## src/rtl/rv32_pkg.sv

```systemverilog
// Shared RV32 register-file constants: register count, index width and the hardwired-zero index.
package rv32_pkg;

    localparam int              REG_COUNT  = 32;
    localparam int              REG_ADDR_W = 5;
    localparam logic [4:0]      ZERO_REG   = 5'd0;

endpackage

```

## src/rtl/register_file_if.sv

```systemverilog
// Write port plus two combinational read ports of the architectural register file.
interface register_file_if
    import rv32_pkg::*;
#(
    parameter int N = 32
);

    logic                  wr_ena;
    logic [REG_ADDR_W-1:0] wr_addr;
    logic [N-1:0]          wr_data;
    logic [REG_ADDR_W-1:0] rd_addr0;
    logic [N-1:0]          rd_data0;
    logic [REG_ADDR_W-1:0] rd_addr1;
    logic [N-1:0]          rd_data1;

    modport master (
        output wr_ena,
        output wr_addr,
        output wr_data,
        output rd_addr0,
        output rd_addr1,
        input  rd_data0,
        input  rd_data1
    );

    modport slave (
        input  wr_ena,
        input  wr_addr,
        input  wr_data,
        input  rd_addr0,
        input  rd_addr1,
        output rd_data0,
        output rd_data1
    );

endinterface

```

## src/rtl/decoder_5_to_32.sv

```systemverilog
// 5-to-32 one-hot decoder with enable; all outputs low when ena is low.
module decoder_5_to_32 (
    input  logic [4:0]  in,
    input  logic        ena,
    output logic [31:0] out
);

    assign out = ena ? (32'd1 << in) : 32'd0;

endmodule

```

## src/rtl/register_ena.sv

```systemverilog
// N-bit register with load enable and asynchronous active-low clear.
module register_ena #(
    parameter int N = 32
) (
    input  logic         clk,
    input  logic         rst_n,
    input  logic         ena,
    input  logic [N-1:0] d,
    output logic [N-1:0] q
);

    always_ff @(posedge clk or negedge rst_n) begin
        if (!rst_n) begin
            q <= '0;
        end else if (ena) begin
            q <= d;
        end
    end

endmodule

```

## src/rtl/register_file.sv

```systemverilog
// 32 x N register file, one write port and two combinational read ports, x0 hardwired to zero.
// Writes land one cycle later; BYPASS forwards a same-cycle write to matching read ports.
module register_file
    import rv32_pkg::*;
#(
    parameter int N      = 32,
    parameter bit BYPASS = 1'b1
) (
    input  logic     clk,
    input  logic     rst_n,
    register_file_if.slave bus
);

    logic [REG_COUNT-1:0] wr_en_oh;
    logic                 unused_en0;
    logic [N-1:0]         regs [REG_COUNT];
    logic                 fwd_vld;

    decoder_5_to_32 u_dec (
        .in  (bus.wr_addr),
        .ena (bus.wr_ena),
        .out (wr_en_oh)
    );

    // x0 has no storage, so its decoded enable goes nowhere.
    assign unused_en0 = wr_en_oh[ZERO_REG];
    assign regs[0]    = '0;

    generate
        for (genvar i = 1; i < REG_COUNT; i++) begin : g_reg
            register_ena #(.N(N)) u_reg (
                .clk   (clk),
                .rst_n (rst_n),
                .ena   (wr_en_oh[i]),
                .d     (bus.wr_data),
                .q     (regs[i])
            );
        end
    endgenerate

    // Forwarding is suppressed during reset so every port reads zero while rst_n is low.
    assign fwd_vld = BYPASS && rst_n && bus.wr_ena && (bus.wr_addr != ZERO_REG);

    function automatic logic [N-1:0] read_port(
        input logic [REG_ADDR_W-1:0] addr,
        input logic [N-1:0]          stored,
        input logic                  fwd,
        input logic [REG_ADDR_W-1:0] fwd_addr,
        input logic [N-1:0]          fwd_dat
    );
        if (addr == ZERO_REG) begin
            return '0;
        end
        if (fwd && (addr == fwd_addr)) begin
            return fwd_dat;
        end
        return stored;
    endfunction

    assign bus.rd_data0 = read_port(bus.rd_addr0, regs[bus.rd_addr0], fwd_vld, bus.wr_addr, bus.wr_data);
    assign bus.rd_data1 = read_port(bus.rd_addr1, regs[bus.rd_addr1], fwd_vld, bus.wr_addr, bus.wr_data);

endmodule

```

## src/flat_wrapper.sv

```systemverilog
// flat-port wrapper written by rule: the top's interface ports become plain ports
module register_file_flat import rv32_pkg::*;
#(
    parameter int N      = 32,
    parameter bit BYPASS = 1'b1
)
  (clk, rst_n, bus_wr_ena, bus_wr_addr, bus_wr_data, bus_rd_addr0, bus_rd_addr1, bus_rd_data0, bus_rd_data1);
  register_file_if #(.N(N)) bus_i ();
  input  logic clk;
  input  logic rst_n;
  input wire logic [$bits(bus_i.wr_ena)-1:0] bus_wr_ena;
  input wire logic [$bits(bus_i.wr_addr)-1:0] bus_wr_addr;
  input wire logic [$bits(bus_i.wr_data)-1:0] bus_wr_data;
  input wire logic [$bits(bus_i.rd_addr0)-1:0] bus_rd_addr0;
  input wire logic [$bits(bus_i.rd_addr1)-1:0] bus_rd_addr1;
  output wire logic [$bits(bus_i.rd_data0)-1:0] bus_rd_data0;
  output wire logic [$bits(bus_i.rd_data1)-1:0] bus_rd_data1;
  assign bus_i.wr_ena = bus_wr_ena;
  assign bus_i.wr_addr = bus_wr_addr;
  assign bus_i.wr_data = bus_wr_data;
  assign bus_i.rd_addr0 = bus_rd_addr0;
  assign bus_i.rd_addr1 = bus_rd_addr1;
  assign bus_rd_data0 = bus_i.rd_data0;
  assign bus_rd_data1 = bus_i.rd_data1;
  register_file #(.N(N), .BYPASS(BYPASS)) u_core (.clk(clk), .rst_n(rst_n), .bus(bus_i));
endmodule
```

## config.mk

```make
export PLATFORM = sky130hd
export DESIGN_NAME = register_file_flat
export DESIGN_NICKNAME = d
export VERILOG_FILES = /design/src/rtl/rv32_pkg.sv /design/src/rtl/register_file_if.sv /design/src/rtl/decoder_5_to_32.sv /design/src/rtl/register_ena.sv /design/src/rtl/register_file.sv /design/src/flat_wrapper.sv
export SDC_FILE = /design/constraint.sdc
export NUM_CORES = 2
export LEC_CHECK = 0
export ABC_CLOCK_PERIOD_IN_PS = 6300
export CAP_MARGIN = 0
export CORE_MARGIN = 2
export CORE_UTILIZATION = 65
export DETAILED_ROUTE_END_ITERATION = 6
export GPL_TIMING_DRIVEN = 0
export PLACE_DENSITY = 0.83
export SYNTH_ARGS = -nofsm -noshare
export SYNTH_HDL_FRONTEND = slang
export SYNTH_SLANG_ARGS = --single-unit
```

## constraint.sdc

```tcl
create_clock -name clk -period 6.3 [get_ports clk]
set_input_delay 1.26 -clock clk [delete_from_list [all_inputs] [get_ports clk]]
set_output_delay 1.26 -clock clk [all_outputs]
set_load 0.01 [all_outputs]
```

==> metrics <==
vias in the first global route 40225; status finished, violations left; port bufs 106; Max Fclk 0.153 GHz; Remaining Overflow, GRT 0; Worst Tran Pin Value 1.55 ns; number of synthesized flops with an enable pin 0; setup slack after layout -0.218 ns; worst rel slew slack -3.35%; most frequent CP cell clkdlybuf4s50_1; first-pass GRT wire length 285000 um; area added between synthesis and finish 12.3%; Final period util 103%; final hold violations 0; Post-Syn Instances 3663; slowest stage cell, crit path buf_1; proportion of layout cells with a drive suffix above 1 47.4%; Top Registers u_core.g.u_reg.q (992); Synth top area share 46.8%; Vias/cell 7.98; Setup crit start kind input pin; Die Wd 290 um; Crit. End Element output port; clock transition at the registers of the reported paths 0.06 ns; Synth top cells by count mux2_2 (1037), dfrtp_1 (992), mux4_2 (439); placer congestion estimate 1.03; skew final 0 ns; total core area 0.0807 sq mm; Residual DRC 158; async set-reset flop share out of synthesis 100%; sequential fraction of the synthesis area 46.8%; Sequential Power Share 44.1%; clock root cell clkbuf_16; violated checks design-rule violations, max-capacitance violations, max-slew violations, negative setup slack; worst hold path class input pin to asynchronous set/reset pin; max FFs per register 992; clock network power share 34.2%; Combinational Power Share 21.7%; Worst IR Drop VDD 0.257 mV; #FFs+latches synth 992; initial antenna violation count 10; Sink Count 992; fillers 5129; num rows 104; Mapped Area 0.0530 sq mm; area leader, netlist dfrtp_1; CTS buffer count 105; nets 3937; DR pass1 iterations 7; main flop type after synthesis dfrtp_1; post-synth cell types 43; internal power 13.9 mW; Routed wire per std cell 40.4 um; critical path type input pin to output port; Overall Global Routing Usage 49.4%; critical path cell sequence clkdlybuf4s50_1 > buf_1 > nand2_1 > clkbuf_2 > o22a_1 > o211ai_1 > a31oi_1 > clkdlybuf4s50_1; critical path data arrival time 5.26 ns; Syn Nets 3713; RSZ-0062 raised after global routing false; largest net degree at the start of global routing 118; final hold slack 0.478 ns; I/O pins 114; final setup TNS -3.97 ns; worst-skew pair later-pin latency 0.70 ns; syn avg cell area 14.5 sq um; Total Wirelength 204000 um; CTS H-Tree Depth 3; Worst Path Required 5.04 ns; final max-slew violation count 22; maximum clock insertion buffer count 3; sw frac 28.6%; clock tree from TritonCTS done; Post-DP HPWL 133000 um; minimum clock period 6.52 ns; slowest stage delay, CP 0.73 ns; most common cell in the netlist mux2_2; Iteration-0 DRC Markers 6658; Die ar. 0.0839 sq mm; Max-Cap Viols 4; chip height 290 um; routed via count 40253; initial core utilization 65.7%; Area contributors post-synth dfrtp_1 (47%), mux2_2 (22%), mux4_2 (19%), clkbuf_1 (1.4%), a22oi_1 (1.3%); Leak 25.5 nW; Net Switching 5.58 mW; CP delay by family, top buffers and inverters; final setup vio count 33; Reg with most FFs u_core.g.u_reg.q; ANT nets after route 0; Pwr Density 327 mW/mm^2; YS warnings 0; WP buf/inv 4; worst-path fanout max 10
## layout by cell type (no fill, tap or decap), types with 4 or more instances in the layout
cell,instances
clkbuf_1,178
buf_6,7
o22ai_1,81
mux2_2,1037
buf_16,10
o211ai_1,32
clkbuf_16,108
nor2b_1,16
xor2_1,4
clkdlybuf4s50_1,105
xnor2_1,6
a221oi_1,69
nand2b_1,6
nand3_1,29
a22oi_1,92
clkinvlp_4,7
clkbuf_2,26
clkbuf_8,29
buf_1,37
a2111oi_0,6
o21ai_0,64
bufinv_16,11
o22a_1,25
dfrtp_1,992
buf_4,31
nor2_1,110
inv_1,28
a21oi_1,20
clkinv_2,24
clkdlybuf4s15_2,5
buf_2,128
a22o_1,10
a31o_2,5
diode_2,11
a31oi_1,30
mux4_2,439
nand2_1,101
mux2i_1,23
nor4_1,5
## power by group through the flow
stage | clock [mW] | combinational [mW] | sequential [mW]
3_5_place_dp | 0 | 4.07 | 8.61
2_1_floorplan | 0 | 2.96 | 8.29
3_3_place_gp | 0 | 3.92 | 8.55
4_1_cts | 6.61 | 4.12 | 8.52
6_report | 6.67 | 4.23 | 8.60
5_1_grt | 6.87 | 4.40 | 8.70
## per-stage QoR
step                util [%]  cells  worst slack, ns  power, mW  instance area, sq um
floorplan                  -   3663             2.21       11.2                 53000
global placement        68.7   4829           -41.12       12.5                 55400
detailed placement      69.1   4840           -0.781       12.7                 55700
CTS                     73.7   5034           0.0324       19.2                 59500
global route            73.8   5034           0.0156       20.0                 59500
finish                  73.8   5045           -0.218       19.5                 59600
## routing by layer
layer  up-vias  track usage (%)  routed length (um)
met3      1155             25.9               33700
met2      3948             66.6               82900
li1      14617                -                   -
met4        16             34.7               18500
met5         -             1.53                 262
met1     20517             61.4               68500
## path summary, 6_finish.rpt
kind,startpoint,cells after the start,end,slack [ns]
max,bus_rd_addr1[2],8,bus_rd_data1[15],-0.22
min,rst_n,1,u_core.g_reg[8].u_reg.q[0]$_DFFE_PN0P_,0.48
max reg2reg,u_core.g_reg[2].u_reg.q[12]$_DFFE_PN0P_,1,u_core.g_reg[2].u_reg.q[12]$_DFFE_PN0P_,5.43
min reg2reg,u_core.g_reg[16].u_reg.q[5]$_DFFE_PN0P_,2,u_core.g_reg[16].u_reg.q[5]$_DFFE_PN0P_,0.51
max in group asynchronous,rst_n,4,u_core.g_reg[14].u_reg.q[16]$_DFFE_PN0P_,3.80
min in group clk,u_core.g_reg[16].u_reg.q[5]$_DFFE_PN0P_,2,u_core.g_reg[16].u_reg.q[5]$_DFFE_PN0P_,0.51
## kinds of logic after synthesis
logic type	share of synthesized area [%]
compound gates	5.83
buf+inv	3.65
xor+xnor	0.165
mux	41.2
simple gates	2.38
flops	46.8
## repair_timing
item,4_1_cts,5_1_grt
gates resized for setup,38,17
pin swaps,0,1
hold buffers,0,0
setup endpoints to repair,55,41
cloned,0,1
buffers inserted,0,1
## cell type report
class                   count  area (sq um)  share of cell area, %
diodes                     11          27.5                 0.0462
plain buffers             401          1900                   3.20
clock buffers             147          3120                   5.23
clock inverters            47           573                  0.962
inverters                  28           105                  0.176
multi-input cells        2240         26300                   44.1
flip-flops and latches    992         24800                   41.7
well taps                1060          1330                   2.23
repair buffers            119          1390                   2.33
Power figures use the tool's default switching activity.
